$ cat src/rtl/panda_div_if.sv
// Bus bundle for the pulse divider: pulse input, control registers and status readback.
// The master drives the pulse and control fields; the divider (slave) drives the outputs.
interface panda_div_if #(
   parameter int CW = 32
);
   logic          inp_i;
   logic          enable_i;
   logic [CW-1:0] DIVISOR;
   logic          FIRST_PULSE;
   logic          outd_o;
   logic          outn_o;
   logic [CW-1:0] COUNT;

   modport master (
      output inp_i, enable_i, DIVISOR, FIRST_PULSE,
      input  outd_o, outn_o, COUNT
   );

   modport slave (
      input  inp_i, enable_i, DIVISOR, FIRST_PULSE,
      output outd_o, outn_o, COUNT
   );
endinterface

$ cat src/rtl/panda_div.sv
// Pulse divider: counts rising edges of inp_i and steers every D-th pulse to outd_o,
// the rest to outn_o, mirroring the input pulse one clock late on the chosen output.
module panda_div #(
   parameter int CW = 32
) (
   input  logic       clk_i,
   input  logic       reset_i,
   panda_div_if.slave bus
);
   typedef enum logic [1:0] {
      ROUTE_NONE,
      ROUTE_OUTN,
      ROUTE_OUTD
   } route_e;

   route_e        route_q, route_d;
   logic [CW-1:0] count_q, count_d;
   logic [CW-1:0] divisor_q;
   logic          firstPulse_q;
   logic          inpPrev_q;
   logic          outd_q, outd_d;
   logic          outn_q, outn_d;

   logic [CW-1:0] divEff;
   logic [CW-1:0] divMax;
   logic [CW-1:0] reloadVal;
   logic          rise;
   logic          reload;

   // Any control change forces a reload, so the counter can never sit above D-1.
   always_comb begin
      divEff    = (bus.DIVISOR == '0) ? CW'(1) : bus.DIVISOR;
      divMax    = divEff - CW'(1);
      reloadVal = bus.FIRST_PULSE ? divMax : '0;
      rise      = bus.inp_i & ~inpPrev_q;
      reload    = reset_i | ~bus.enable_i |
                  (bus.DIVISOR != divisor_q) | (bus.FIRST_PULSE != firstPulse_q);
   end

   always_comb begin
      route_d = route_q;
      count_d = count_q;
      if (reload) begin
         route_d = ROUTE_NONE;
         count_d = reloadVal;
      end else if (rise) begin
         if (count_q == divMax) begin
            route_d = ROUTE_OUTD;
            count_d = '0;
         end else begin
            route_d = ROUTE_OUTN;
            count_d = count_q + CW'(1);
         end
      end else if (!bus.inp_i) begin
         route_d = ROUTE_NONE;
      end
   end

   always_comb begin
      outd_d = bus.inp_i && (route_d == ROUTE_OUTD);
      outn_d = bus.inp_i && (route_d == ROUTE_OUTN);
   end

   always_ff @(posedge clk_i) begin
      if (reset_i) begin
         route_q      <= ROUTE_NONE;
         count_q      <= reloadVal;
         divisor_q    <= bus.DIVISOR;
         firstPulse_q <= bus.FIRST_PULSE;
         inpPrev_q    <= 1'b0;
         outd_q       <= 1'b0;
         outn_q       <= 1'b0;
      end else begin
         route_q      <= route_d;
         count_q      <= count_d;
         divisor_q    <= bus.DIVISOR;
         firstPulse_q <= bus.FIRST_PULSE;
         inpPrev_q    <= bus.inp_i;
         outd_q       <= outd_d;
         outn_q       <= outn_d;
      end
   end

   assign bus.outd_o = outd_q;
   assign bus.outn_o = outn_q;
   assign bus.COUNT  = count_q;
endmodule

$ cat src/flat_wrapper.sv
// flat-port wrapper written by rule: the top's interface ports become plain ports
module panda_div_flat 
#(
   parameter int CW = 32
)
  (clk_i, reset_i, bus_inp_i, bus_enable_i, bus_DIVISOR, bus_FIRST_PULSE, bus_outd_o, bus_outn_o, bus_COUNT);
  panda_div_if #(.CW(CW)) bus_i ();
  input  logic clk_i;
  input  logic reset_i;
  input wire logic [$bits(bus_i.inp_i)-1:0] bus_inp_i;
  input wire logic [$bits(bus_i.enable_i)-1:0] bus_enable_i;
  input wire logic [$bits(bus_i.DIVISOR)-1:0] bus_DIVISOR;
  input wire logic [$bits(bus_i.FIRST_PULSE)-1:0] bus_FIRST_PULSE;
  output wire logic [$bits(bus_i.outd_o)-1:0] bus_outd_o;
  output wire logic [$bits(bus_i.outn_o)-1:0] bus_outn_o;
  output wire logic [$bits(bus_i.COUNT)-1:0] bus_COUNT;
  assign bus_i.inp_i = bus_inp_i;
  assign bus_i.enable_i = bus_enable_i;
  assign bus_i.DIVISOR = bus_DIVISOR;
  assign bus_i.FIRST_PULSE = bus_FIRST_PULSE;
  assign bus_outd_o = bus_i.outd_o;
  assign bus_outn_o = bus_i.outn_o;
  assign bus_COUNT = bus_i.COUNT;
  panda_div #(.CW(CW)) u_core (.clk_i(clk_i), .reset_i(reset_i), .bus(bus_i));
endmodule
$ cat config.mk
export PLATFORM = sky130hd
export DESIGN_NAME = panda_div_flat
export DESIGN_NICKNAME = d
export VERILOG_FILES = /design/src/rtl/panda_div_if.sv /design/src/rtl/panda_div.sv /design/src/flat_wrapper.sv
export SDC_FILE = /design/constraint.sdc
export NUM_CORES = 1
export LEC_CHECK = 0
export BUFFER_PORTS_ARGS = -buffer_cell sky130_fd_sc_hd__clkbuf_2
export CAP_MARGIN = 20
export CORE_MARGIN = 10
export CORE_UTILIZATION = 50
export DETAILED_ROUTE_END_ITERATION = 16
export PLACE_DENSITY = 0.68
export SETUP_SLACK_MARGIN = 0.1
export SLEW_MARGIN = 10
export SYNTH_ARGS = -nofsm -noshare
export SYNTH_HDL_FRONTEND = slang
export SYNTH_SLANG_ARGS = --single-unit
$ cat constraint.sdc
create_clock -name clk_i -period 9.1 [get_ports clk_i]
set_clock_uncertainty 0.15 [all_clocks]
set_input_delay 0.91 -clock clk_i [delete_from_list [all_inputs] [get_ports clk_i]]
set_output_delay 0.91 -clock clk_i [all_outputs]
set_load 0.05 [all_outputs]
==> results by group, run 1 <==
Run status
  – Status: finished clean

Clock tree
  – TritonCTS clock tree: built
  – H-tree depth: 3
  – CTS Buf Count: 9
  – Setup Buffers After CTS: 0
  – Clock transition at the registers of the reported paths: 90 ps
  – Clock Path Buffers: 2
  – Cts-stage hold buffer count: 0
  – Clock Sinks: 70
  – Root Driver: clkbuf_8
  – Resize count post-CTS: 0
  – Clk Latency, worst-skew pair: 370 ps

Critical path
  – Worst-case reg-to-reg path depth: 9
  – Startpoint class of the critical path: input port
  – Critical Path Fanout Max: 28
  – WP buf/inv: 1
  – CP max stage cell: or4_4
  – Reg2reg end: u_core.bus.COUNT[1]$_DFFE_PP_
  – Worst Setup End Kind: flip-flop
  – Largest delay share family, worst path: simple AND/OR/NAND/NOR gates
  – Critical Path AT: 5720 ps
  – R2r setup slk: 5520 ps
  – RR Startpoint: u_core.bus.COUNT[8]$_DFFE_PP_
  – Crit path largest cell delay: 640 ps
  – Crit-path cells: clkbuf_2 > or4_4 > nor3_4 > nand2_1 > nor2_1 > nor2_1 > ha_1 > nor4b_4 > nand4_1 > nor3_1 > xnor2_1 > xnor2_1 > a2111oi_1 > nand4_4 > nand2_4 > o22ai_1
  – Req. time, crit path: 9030 ps
  – Crit path kind: input port to flip-flop

Synthesis
  – Largest family of logic cells by synthesized area: simple AND/OR/NAND/NOR gates
  – Most used DFF post-synth: dfxtp_1
  – Number of synthesis warnings: 0
  – Synth Area in Simple Gates: 0.2548
  – Sequential cell area fraction in the yosys report: 0.3447
  – Synthesized area: 4995 sq um
  – Post-synthesis adder-cell area fraction: 0.005010
  – Cell variety after synth: 68
  – Synth Area in Compound Gates: 0.1350
  – Syn Inst Count: 549
  – Syn_area_per_cell: 9.098 sq um
  – EDFF count, synth: 32
  – Multiplexer share of the synthesized area: 0.02255
  – Syn_nets: 588
  – Post-synthesis xor/xnor area fraction: 0.1934
  – #FFs+latches synth: 70
  – Async S/R FF share, synth: 0

Timing
  – Worst setup margin: 3318 ps
  – Slew Limit Headroom: 0.3941
  – Worst Tran Pin Value: 907.8 ps
  – Final period utilization: 0.6354
  – Slew Limit Fails: 0
  – RSZ-0062 raised after global routing: no
  – Fin Setup TNS: 0 ps
  – FMAX: 173.0 MHz
  – Crit path time final: 5782 ps
  – Fin. Hold Viols: 0
  – Final setup viols: 0

Floorplanning
  – Rows: 36
  – Top Ports: 71
  – Chip Width: 119.9 microns
  – Core box area: 9774 sq um
  – Starting Density: 0.5110
  – Die Area: 14390 sq um
  – Die H: 119.9 microns

Hold path
  – Hold-critical path endpoint: u_core.bus.outn_o$_SDFF_PP0_
  – Hold Path Origin: u_core.route_q[0]$_SDFF_PP0_
  – HP Class: flip-flop to flip-flop
  – Worst hold stages: 2

Global routing
  – Largest net degree at the start of global routing: 33
  – First-pass GRT wire length: 24.90 mm
  – Initial antenna violation count: 0
  – Total GRT Usage: 0.2182
  – Via count of the first global-routing pass: 4298
  – GRT overflow: 0

Power and ir drop
  – LEAKAGE: 0.002038 uW
  – Clock share of power: 0.352
  – Comb pwr share: 0.189
  – PwrDens: 143.4 nW/um^2
  – Sw Ratio: 0.3192
  – Net switching power: 255.0 uW
  – Internal power: 543.9 uW
  – Sequential group share of total power: 0.459
  – Maximum VDD drop: 61.08 uV

Detailed routing
  – Initial DRC Count: 458
  – Routed WL per cell: 21.73 microns
  – Vias: 4475
  – Vias per cell: 6.105
  – DRT Pass-1 Iters: 5
  – DRC: 0
  – Detail Route Antenna Nets: 0
  – Final WL: 15.93 mm

Cells and area
  – Commonest non-fill, non-tap cell in the layout: clkbuf_2
  – Area delta synth->final: 11.55%
  – Most frequent cells in the layout: 70 x clkbuf_2, 55 x xnor2_1, 50 x xor2_1, 41 x nor2_1, 38 x dfxtp_1
  – Number of diodes: 0
  – # nets final: 634
  – Layout cells sized above 1: 0.1950

Placed design
  – HPWL after detailed placement: 12.33 mm
  – # port buffers: 70
  – RD Place Congestion: 0.9587
  – Place WS: 3017 ps

Flow run
  – Max_cap viols: 0
## power by group through the flow
stage                     combinational [uW]  clock [uW]  sequential [uW]
after global placement                   149           0              372
final                                    151         281              367
after floorplan                         82.2           0              393
after CTS                                150         284              366
after detailed placement                 149           0              373
after global routing                     162         297              369
## Yosys cell counts (9+ instances only)
cell	n	area (sq um)
nor2b_1	10	62.56
edfxtp_1	32	960.9
nand3_1	23	115.1
nand4_1	17	106.4
o21ai_0	27	135.1
o22ai_1	14	87.58
inv_1	13	48.80
xor2_1	50	437.9
nand2_1	32	120.1
mux2i_1	9	90.09
nor4_1	21	131.4
clkbuf_1	26	97.59
nor3_1	16	80.08
nor2_1	41	153.9
xnor2_1	55	481.7
dfxtp_1	38	760.7
## how the worst max path moves through the flow
| stage | start | end | depth (start not counted) |
|---|---|---|---|
| 6_report | bus_DIVISOR[5] | u_core.bus.COUNT[1]$_DFFE_PP_ | 16 |
| 2_1_floorplan | bus_DIVISOR[9] | u_core.bus.COUNT[10]$_DFFE_PP_ | 18 |
| 5_1_grt | bus_DIVISOR[5] | u_core.bus.COUNT[31]$_DFFE_PP_ | 16 |
| 3_3_place_gp | bus_DIVISOR[5] | u_core.bus.COUNT[1]$_DFFE_PP_ | 16 |
| 4_1_cts | bus_DIVISOR[5] | u_core.bus.COUNT[1]$_DFFE_PP_ | 16 |
| 3_5_place_dp | bus_DIVISOR[5] | u_core.bus.COUNT[24]$_DFFE_PP_ | 16 |
## final cells by class
type / instances / area (sq um)
Multi-Input combinational cell: 430 / 3054
Timing Repair Buffer: 71 / 357.8
Tap cell: 133 / 166.4
Clock inverter: 6 / 73.82
Sequential cell: 70 / 1722
Fill cell: 876 / 4203
Inverter: 13 / 48.80
Clock buffer: 10 / 148.9
## through the flow
step / util / total power (uW) / cell area, sq um / hold WS (ps) / cells
detailed placement: 0.5472 / 522.5 / 5349 / 360.5 / 717
CTS: 0.5700 / 800.2 / 5572 / 374.2 / 733
global route: 0.5700 / 827.2 / 5572 / 456.1 / 733
floorplan: - / 474.7 / 4995 / 329.6 / 549
global placement: 0.5472 / 521.5 / 5349 / 354.8 / 717
finish: 0.5700 / 798.9 / 5572 / 373.8 / 733
## kinds of logic after synthesis
group           Yosys count
simple gates            217
xor+xnor                107
compound gates           93
flops                    70
buf+inv                  49
mux                      11
fa+ha+maj                 2
## per-layer routing
metal	vias up	wire, microns	part of all wire	GRT usage
met1	2095	7292	0.46	0.3140
met4	0	321	0.020	0.07919
met5	-	0	0	0
li1	2094	-	-	-
met2	256	6866	0.43	0.3126
met3	30	1449	0.091	0.04548
## worst min-delay path: stages, from the launching register on
cell and delay [ps]:
dfxtp_1 330, nand3b_1 80, a21boi_0 70
## sequential cells by signal (all words and copies together), names as in the netlist
| name | count |
|---|---|
| u_core.firstPulse_q | 1 |
| u_core.bus.outd_o | 1 |
| u_core.inpPrev_q | 1 |
| u_core.bus.outn_o | 1 |
| u_core.bus.COUNT | 32 |
| u_core.route_q | 2 |
| u_core.divisor_q | 32 |
Power figures use the tool's default switching activity.
==> run 2, diff against run 1 <==
--- a/config.mk
+++ b/config.mk
@@ -5,12 +5,13 @@
 export SDC_FILE = /design/constraint.sdc
 export NUM_CORES = 1
 export LEC_CHECK = 0
+export ABC_AREA = 1
 export BUFFER_PORTS_ARGS = -buffer_cell sky130_fd_sc_hd__clkbuf_2
 export CAP_MARGIN = 20
 export CORE_MARGIN = 10
 export CORE_UTILIZATION = 50
 export DETAILED_ROUTE_END_ITERATION = 16
-export PLACE_DENSITY = 0.68
+export PLACE_DENSITY = 0.7
 export SETUP_SLACK_MARGIN = 0.1
 export SLEW_MARGIN = 10
 export SYNTH_ARGS = -nofsm -noshare
==> constraint.sdc (replaced) <==
create_clock -name clk_i -period 4.7 [get_ports clk_i]
set_clock_uncertainty 0.15 [all_clocks]
set_input_delay 0.47 -clock clk_i [delete_from_list [all_inputs] [get_ports clk_i]]
set_output_delay 0.47 -clock clk_i [all_outputs]
set_load 0.05 [all_outputs]
==> run 2 against run 1 <==
Global-route usage up 2.7 points. Setup slack lost 2500 ps. Synthesized area up 7.2%. Utilization grew 0.96 points. Sequential power rose by 91%. Critical path type unchanged. Largest cell class unchanged.
==> results by group, run 2 <==
Run status
  – Status: finished clean (unchanged)

Floorplanning
  – Core box area: 10370 sq um (was 9774 sq um)
  – Rows: 37 (was 36)
  – Die Area: 15240 sq um (was 14390 sq um)
  – Chip Width: 123.5 microns (was 119.9 microns)
  – Top Ports: 71 (unchanged)
  – Starting Density: 0.5162 (was 0.5110)
  – Die H: 123.5 microns (was 119.9 microns)

Critical path
  – Crit-path cells: clkbuf_2 > nor2_1 > nand2_1 > nor2_1 > nand2_1 > nor2_2 > nor2_4 > ha_1 > nand3_2 > nor2_1 > nand3_2 > nor3_1 > xor2_1 > xor2_1 > nor2_1 > nand3_2 > nor2_2 > nand2_4 > nand3b_1 > o21ai_1 (was clkbuf_2 > or4_4 > nor3_4 > nand2_1 > nor2_1 > nor2_1 > ha_1 > nor4b_4 > nand4_1 > nor3_1 > xnor2_1 > xnor2_1 > a2111oi_1 > nand4_4 > nand2_4 > o22ai_1)
  – Critical Path Fanout Max: 33 (was 28)
  – Crit path kind: input port to flip-flop (unchanged)
  – Largest delay share family, worst path: simple AND/OR/NAND/NOR gates (unchanged)
  – Crit path largest cell delay: 360 ps (was 640 ps)
  – Critical Path AT: 3860 ps (was 5720 ps)
  – Worst Setup End Kind: flip-flop (unchanged)
  – Req. time, crit path: 4660 ps (was 9030 ps)
  – Worst-case reg-to-reg path depth: 13 (was 9)
  – Stages on worst setup path: 20 (was 16)
  – Most used cell, CP: nor2_1
  – CP max stage cell: xor2_1 (was or4_4)
  – Startpoint class of the critical path: input port (unchanged)
  – WP buf/inv: 1 (unchanged)

Flow run
  – Max_cap viols: 0 (unchanged)

Timing
  – Final period utilization: 0.8301
  – Slew Limit Headroom: 0.3953 (was 0.3941)
  – FMAX: 256.3 MHz
  – Worst Tran Pin Value: 907.1 ps (was 907.8 ps)
  – RSZ-0062 raised after global routing: no (unchanged)
  – Fin. Hold Viols: 0 (unchanged)
  – Worst setup margin: 798.3 ps (was 3318 ps)
  – Crit path time final: 3902 ps
  – Fin Setup TNS: 0 ps (unchanged)
  – Slew Limit Fails: 0 (unchanged)
  – Final setup viols: 0 (unchanged)

Global routing
  – Largest net degree at the start of global routing: 34 (was 33)
  – First-pass GRT wire length: 28.76 mm (was 24.90 mm)
  – Initial antenna violation count: 0 (unchanged)
  – Total GRT Usage: 0.2455 (was 0.2182)
  – GRT overflow: 0 (unchanged)
  – Via count of the first global-routing pass: 5383 (was 4298)

Cells and area
  – Most frequent cells in the layout: 173 x nand2_1, 114 x inv_1, 86 x nor2_1, 70 x clkbuf_2, 60 x nand3_1 (was 70 x clkbuf_2, 55 x xnor2_1, 50 x xor2_1, 41 x nor2_1, 38 x dfxtp_1)
  – Area delta synth->final: 12.30% (was 11.55%)
  – Post-route cell area: 6011 sq um (was 5572 sq um)
  – Layout cells sized above 1: 0.1649 (was 0.1950)
  – Area of the multi-input gates: 3105 sq um (was 3054 sq um)
  – Fin util: 0.5796 (was 0.5700)
  – Number of diodes: 0 (unchanged)
  – Fillers: 1074 (was 876)
  – Final Non-Filler Cells: 985 (was 733)
  – # nets final: 883 (was 634)
  – Commonest non-fill, non-tap cell in the layout: nand2_1 (was clkbuf_2)
  – Register area: 1722 sq um (unchanged)

Synthesis
  – Syn_area_per_cell: 6.942 sq um (was 9.098 sq um)
  – Most used DFF post-synth: dfxtp_1 (unchanged)
  – Synth area leader: edfxtp_1 (unchanged)
  – Cell with the most instances after synthesis: nand2_1 (was xnor2_1)
  – EDFF count, synth: 32 (unchanged)
  – Synthesized area: 5353 sq um (was 4995 sq um)
  – Largest cells by area after synthesis: edfxtp_1 18%, dfxtp_1 14%, nand2_1 12% (was edfxtp_1 19%, dfxtp_1 15%, xnor2_1 9.6%)
  – Number of synthesis warnings: 0 (unchanged)
  – #FFs+latches synth: 70 (unchanged)
  – Async S/R FF share, synth: 0 (unchanged)
  – Syn Inst Count: 771 (was 549)
  – Sequential cell area fraction in the yosys report: 0.3216 (was 0.3447)
  – Top cells by count, synth: 173 x nand2_1, 114 x inv_1, 86 x nor2_1 (was 55 x xnor2_1, 50 x xor2_1, 41 x nor2_1)
  – Cell variety after synth: 43 (was 68)
  – Yosys top cell area share: 0.1795 (was 0.1924)
  – Syn_nets: 810 (was 588)

Clock tree
  – Clock Path Buffers: 2 (unchanged)
  – Root Driver: clkbuf_8 (unchanged)
  – Clk Latency, worst-skew pair: 370 ps (about the same)
  – Resize count post-CTS: 0 (unchanged)
  – CTS Buf Count: 9 (unchanged)
  – Cts-stage hold buffer count: 0 (unchanged)
  – TritonCTS clock tree: built (unchanged)
  – Setup Buffers After CTS: 0 (unchanged)
  – Clock Sinks: 70 (unchanged)
  – H-tree depth: 3 (unchanged)
  – Clock transition at the registers of the reported paths: 80 ps (was 90 ps)

Power and ir drop
  – Maximum VDD drop: 143.9 uV (was 61.08 uV)
  – PwrDens: 252.7 nW/um^2 (was 143.4 nW/um^2)
  – LEAKAGE: 0.002766 uW (was 0.002038 uW)

Detailed routing
  – DRC: 0 (unchanged)
  – Initial DRC Count: 803 (was 458)
  – Detail Route Antenna Nets: 0 (unchanged)
  – DRT Pass-1 Iters: 6 (was 5)
  – Vias: 5646 (was 4475)
  – Vias per cell: 5.732 (was 6.105)
  – Final WL: 18.47 mm (was 15.93 mm)
  – Routed WL per cell: 18.75 microns (was 21.73 microns)

Placed design
  – Area after DPL: 5817 sq um (was 5349 sq um)
  – RD Place Congestion: 0.9294 (was 0.9587)
  – Place WS: 461.2 ps (was 3017 ps)
  – # port buffers: 70 (unchanged)
  – Placed cell count: 969 (was 717)
  – HPWL after detailed placement: 14.92 mm (was 12.33 mm)

Hold path
  – Worst hold stages: 1 (was 2)
  – HP Class: input port to flip-flop (was flip-flop to flip-flop)
[run 2: stage by stage]
step	hold slack (ps)	total power, uW
2_1_floorplan	347.7	915.7
3_3_place_gp	388.3	1022
3_5_place_dp	395.4	1025
4_1_cts	96.29	1519
5_1_grt	90.01	1583
6_report	101.0	1519
[run 2: cells by family (layout without fill, tap and decap cells)]
logic type                 after synthesis  count (layout)  share of synthesized area
buffers and inverters                  130             208                    0.09887
AOI/OAI and AO/OA                       62              62                    0.06919
adders and majority gates                2               2                   0.004674
and+or+nand+nor                        451             451                     0.4100
DFF                                     70              70                     0.3216
xor gates and xnor gates                56              56                    0.09561
[run 2: worst register-to-register path, cell delays in order (launching register included)]
cell,delay [ps]
edfxtp_1,590
inv_1,210
nor3_1,350
nand2_1,120
nor2_1,160
nand2_1,90
inv_1,70
nand2_1,90
nor3_1,360
nand2_1,190
nor2_1,210
nand3_1,100
nand4_1,100
o21ai_1,80
[run 2: worst paths after layout]
| path | startpoint | endpoint | slack (ps) |
|---|---|---|---|
| max | bus_DIVISOR[23] | u_core.bus.COUNT[18]$_DFFE_PP_ | 800 |
| min | bus_DIVISOR[12] | u_core.divisor_q[12]$_DFF_P_ | 100 |
| max reg2reg | u_core.bus.COUNT[0]$_DFFE_PP_ | u_core.bus.COUNT[31]$_DFFE_PP_ | 1590 |
| min reg2reg | u_core.route_q[0]$_SDFF_PP0_ | u_core.bus.outd_o$_SDFF_PP0_ | 410 |
[run 2: routing by layer]
layer	share of wire	up-vias	track usage
met4	0.029	0	0.08734
met3	0.074	43	0.03236
met2	0.48	275	0.4171
met1	0.42	2630	0.3122
li1	-	2698	-
met5	0	-	0
[run 2: layout make-up]
class | instances | area share
clock inverter | 7 | 0.01166
tap | 136 | 0.02831
clock buffer | 9 | 0.02061
timing repair buffer | 73 | 0.06203
sequential | 70 | 0.2864
inverter | 119 | 0.07431
multi-input combinational | 571 | 0.5167
[run 2: where the power goes]
part,internal [uW],switching [uW]
sequential,668,34.0
combinational,91.7,222
clock,247,257
==> run 3, diff against run 2 <==
--- a/config.mk
+++ b/config.mk
@@ -5,13 +5,13 @@
 export SDC_FILE = /design/constraint.sdc
 export NUM_CORES = 1
 export LEC_CHECK = 0
-export ABC_AREA = 1
+export ABC_AREA = 0
 export BUFFER_PORTS_ARGS = -buffer_cell sky130_fd_sc_hd__clkbuf_2
 export CAP_MARGIN = 20
 export CORE_MARGIN = 10
 export CORE_UTILIZATION = 50
 export DETAILED_ROUTE_END_ITERATION = 16
-export PLACE_DENSITY = 0.7
+export PLACE_DENSITY = 0.71
 export SETUP_SLACK_MARGIN = 0.1
 export SLEW_MARGIN = 10
 export SYNTH_ARGS = -nofsm -noshare
==> constraint.sdc (replaced) <==
create_clock -name clk_i -period 3.5 [get_ports clk_i]
set_clock_uncertainty 0.15 [all_clocks]
set_input_delay 0.35 -clock clk_i [delete_from_list [all_inputs] [get_ports clk_i]]
set_output_delay 0.35 -clock clk_i [all_outputs]
set_load 0.05 [all_outputs]
==> run 3 against run 2 <==
The run now ends with setup timing left. Clock power grew 40%. Total power increased by 43%. First-iteration DRC count shrank 33%. Sequential share of layout area decreased by 3.7 points. Routed wire length fell by 1.2%. Sequential power increased by 35%. Register-to-register slack worse by 1400 ps. Clock-buffer cell count is 3 higher. Non-clock buffer count increased by 105. Critical path depth down 2. Flip-flop and latch count stayed put. Critical endpoint is now u_core.bus.COUNT[1]$_DFFE_PP_. Largest cell class unchanged.
==> results by group, run 3 (same netlist as run 1, synthesis figures left out) <==
Run status
  – Status: complete, but fails checks (was finished clean)
  – Failing checks: setup timing

Cells and area
  – Number of diodes: 0 (unchanged)
  – Most frequent cells in the layout: 99 x buf_4, 55 x xnor2_1, 49 x xor2_1, 46 x clkbuf_2, 38 x dfxtp_1 (was 173 x nand2_1, 114 x inv_1, 86 x nor2_1, 70 x clkbuf_2, 60 x nand3_1)
  – Fin util: 0.7065 (was 0.5796)
  – Post-route cell area: 6905 sq um (was 6011 sq um)
  – Area delta synth->final: 38.25% (was 12.30%)
  – Commonest non-fill, non-tap cell in the layout: buf_4 (was nand2_1)
  – Layout cells sized above 1: 0.3692 (was 0.1649)
  – Fillers: 774 (was 1074)
  – # nets final: 741 (was 883)

Power and ir drop
  – Sequential group share of total power: 0.437 (was 0.462)
  – Internal power: 1469 uW (was 1006 uW)
  – Maximum VDD drop: 242.6 uV (was 143.9 uV)
  – Sw Ratio: 0.3250 (was 0.3377)
  – Total power: 2177 uW (was 1519 uW)
  – PwrDens: 315.2 nW/um^2 (was 252.7 nW/um^2)
  – Net switching power: 707.5 uW (was 513.0 uW)
  – Comb pwr share: 0.239 (was 0.206)
  – LEAKAGE: 0.002719 uW (was 0.002766 uW)
  – Clock share of power: 0.324 (was 0.332)

Critical path
  – Crit path kind: input port to flip-flop (unchanged)
  – Critical Path Fanout Max: 7 (was 33)
  – Worst-case reg-to-reg path depth: 11 (was 13)
  – WP buf/inv: 3 (was 1)
  – Critical Path AT: 3750 ps (was 3860 ps)
  – CP max stage cell: or4_4 (was xor2_1)
  – Crit-path cells: buf_8 > nor4_4 > and2_4 > nand2_4 > nor2_4 > nor2_4 > ha_4 > or4b_4 > or4_4 > o21ai_2 > a22oi_2 > or4_4 > nor4_4 > nand4_4 > nand2_4 > buf_6 > buf_12 > o22ai_4 (was clkbuf_2 > nor2_1 > nand2_1 > nor2_1 > nand2_1 > nor2_2 > nor2_4 > ha_1 > nand3_2 > nor2_1 > nand3_2 > nor3_1 > xor2_1 > xor2_1 > nor2_1 > nand3_2 > nor2_2 > nand2_4 > nand3b_1 > o21ai_1)
  – Largest delay share family, worst path: simple AND/OR/NAND/NOR gates (unchanged)
  – Crit path largest cell delay: 500 ps (was 360 ps)
  – Startpoint class of the critical path: input port (unchanged)
  – Stages on worst setup path: 18 (was 20)
  – Worst Setup End Kind: flip-flop (unchanged)
  – Req. time, crit path: 3460 ps (was 4660 ps)

Placed design
  – RD Place Congestion: 1.005 (was 0.9294)
  – # port buffers: 70 (unchanged)
  – HPWL after detailed placement: 13.79 mm (was 14.92 mm)
  – Area after DPL: 6173 sq um (was 5817 sq um)

Hold path
  – Worst hold stages: 2 (was 1)
  – HP Class: input port to flip-flop (unchanged)

Clock tree
  – CTS Buf Count: 9 (unchanged)
  – H-tree depth: 3 (unchanged)
  – Clock Path Buffers: 2 (unchanged)
  – Clock transition at the registers of the reported paths: 90 ps (was 80 ps)
  – Clock Sinks: 70 (unchanged)
  – Root Driver: clkbuf_8 (unchanged)
  – TritonCTS clock tree: built (unchanged)
  – Clk Latency, worst-skew pair: 360 ps (was 370 ps)

Detailed routing
  – Vias per cell: 5.949 (was 5.732)
  – Final WL: 18.24 mm (was 18.47 mm)
  – DRT Pass-1 Iters: 5 (was 6)
  – DRC: 0 (unchanged)
  – Vias: 4997 (was 5646)
  – Initial DRC Count: 538 (was 803)
  – Routed WL per cell: 21.72 microns (was 18.75 microns)
  – Detail Route Antenna Nets: 0 (unchanged)

Timing
  – Crit path time final: 3791 ps
  – Slew Limit Fails: 0 (unchanged)
  – RSZ-0062 raised after global routing: yes (was no)
  – Slew Limit Headroom: 0.5897 (was 0.3953)
  – Final period utilization: 1.083
  – Fin. Hold Viols: 0 (unchanged)
  – Final setup viols: 36 (was 0)
  – Hold Slack: 60.31 ps (was 101.0 ps)
  – FMAX: 263.8 MHz
  – Worst Tran Pin Value: 599.9 ps (was 907.1 ps)
  – Fin Setup TNS: -7581 ps (was 0 ps)
  – Worst setup margin: -291.2 ps (was 798.3 ps)

Floorplanning
  – Starting Density: 0.5110 (was 0.5162)
  – Top Ports: 71 (unchanged)
  – Chip Width: 119.9 microns (was 123.5 microns)
  – Die H: 119.9 microns (was 123.5 microns)
  – Rows: 36 (was 37)
  – Core box area: 9774 sq um (was 10370 sq um)
  – Die Area: 14390 sq um (was 15240 sq um)

Global routing
  – Largest net degree at the start of global routing: 33 (was 34)
  – First-pass GRT wire length: 27.86 mm (was 28.76 mm)
  – Via count of the first global-routing pass: 4884 (was 5383)
  – GRT overflow: 0 (unchanged)
  – Initial antenna violation count: 0 (unchanged)
  – Total GRT Usage: 0.2467 (was 0.2455)

Flow run
  – Max_cap viols: 0 (unchanged)
run 3: changes by cell type in the layout (fill, tap and decap cells not counted), sizes merged, moves of 47 or more:
cell / change
buf: +126
inv: -106
nand2: -147
nand3: -47
nor2: -56
xnor2: +50
run 3: worst paths after layout:
check | from | end | slack, ps
max | bus_DIVISOR[15] | u_core.bus.COUNT[1]$_DFFE_PP_ | -290
min | bus_DIVISOR[28] | u_core.divisor_q[28]$_DFF_P_ | 60
max reg2reg | u_core.bus.COUNT[8]$_DFFE_PP_ | u_core.bus.COUNT[1]$_DFFE_PP_ | 240
min reg2reg | u_core.route_q[0]$_SDFF_PP0_ | u_core.bus.outn_o$_SDFF_PP0_ | 380
run 3: power by group through the flow:
stage / Sequential, uW / Combinational [uW] / Clock [uW]
after floorplan: 1020 / 231 / 0
after global placement: 965 / 449 / 0
after detailed placement: 968 / 456 / 0
after CTS: 950 / 489 / 705
after global routing: 957 / 549 / 743
final: 951 / 520 / 706
run 3: what timing repair did:
item / CTS / global route
gates resized for setup: 49 / 49
hold buffers: 2 / 0
gates cloned: 1 / 0
endpoints found under the setup margin: 36 / 36
hold endpoints to repair: 2 / 0
setup buffers: 11 / 3
pin swaps: 9 / 15
run 3: routing by layer:
| metal | share of wire | global-route usage |
|---|---|---|
| met5 | 0 | 0 |
| met4 | 0.023 | 0.07164 |
| met3 | 0.097 | 0.06282 |
| met2 | 0.46 | 0.3882 |
| met1 | 0.42 | 0.3268 |
run 3: layout make-up:
cell class	count	area, sq um	area share
Timing Repair Buffer	178	1415	0.2049
Clock inverter	4	33.78	0.004892
Inverter	13	48.80	0.007067
Clock buffer	12	177.7	0.02573
Sequential cell	70	1722	0.2493
Tap cell	133	166.4	0.02410
Multi-Input combinational cell	430	3342	0.4840
run 3: worst reg2reg max path, stage by stage, from the launching register on:
cell and delay, ps:
edfxtp_1 500, xnor2_1 230, or4_4 440, o21ai_2 140, a22oi_2 80, or4_4 500, nor4_4 360, nand4_4 150
nand2_4 150, buf_6 120, buf_12 130, o22ai_4 70
run 3: stage by stage:
| step | setup slack, ps | std cells |
|---|---|---|
| 6_report | -291.2 | 840 |
| 5_1_grt | -360.7 | 840 |
| 4_1_cts | -279.7 | 840 |
| 3_5_place_dp | -765.8 | 812 |
| 3_3_place_gp | -644.4 | 812 |
| 2_1_floorplan | -589.6 | 549 |
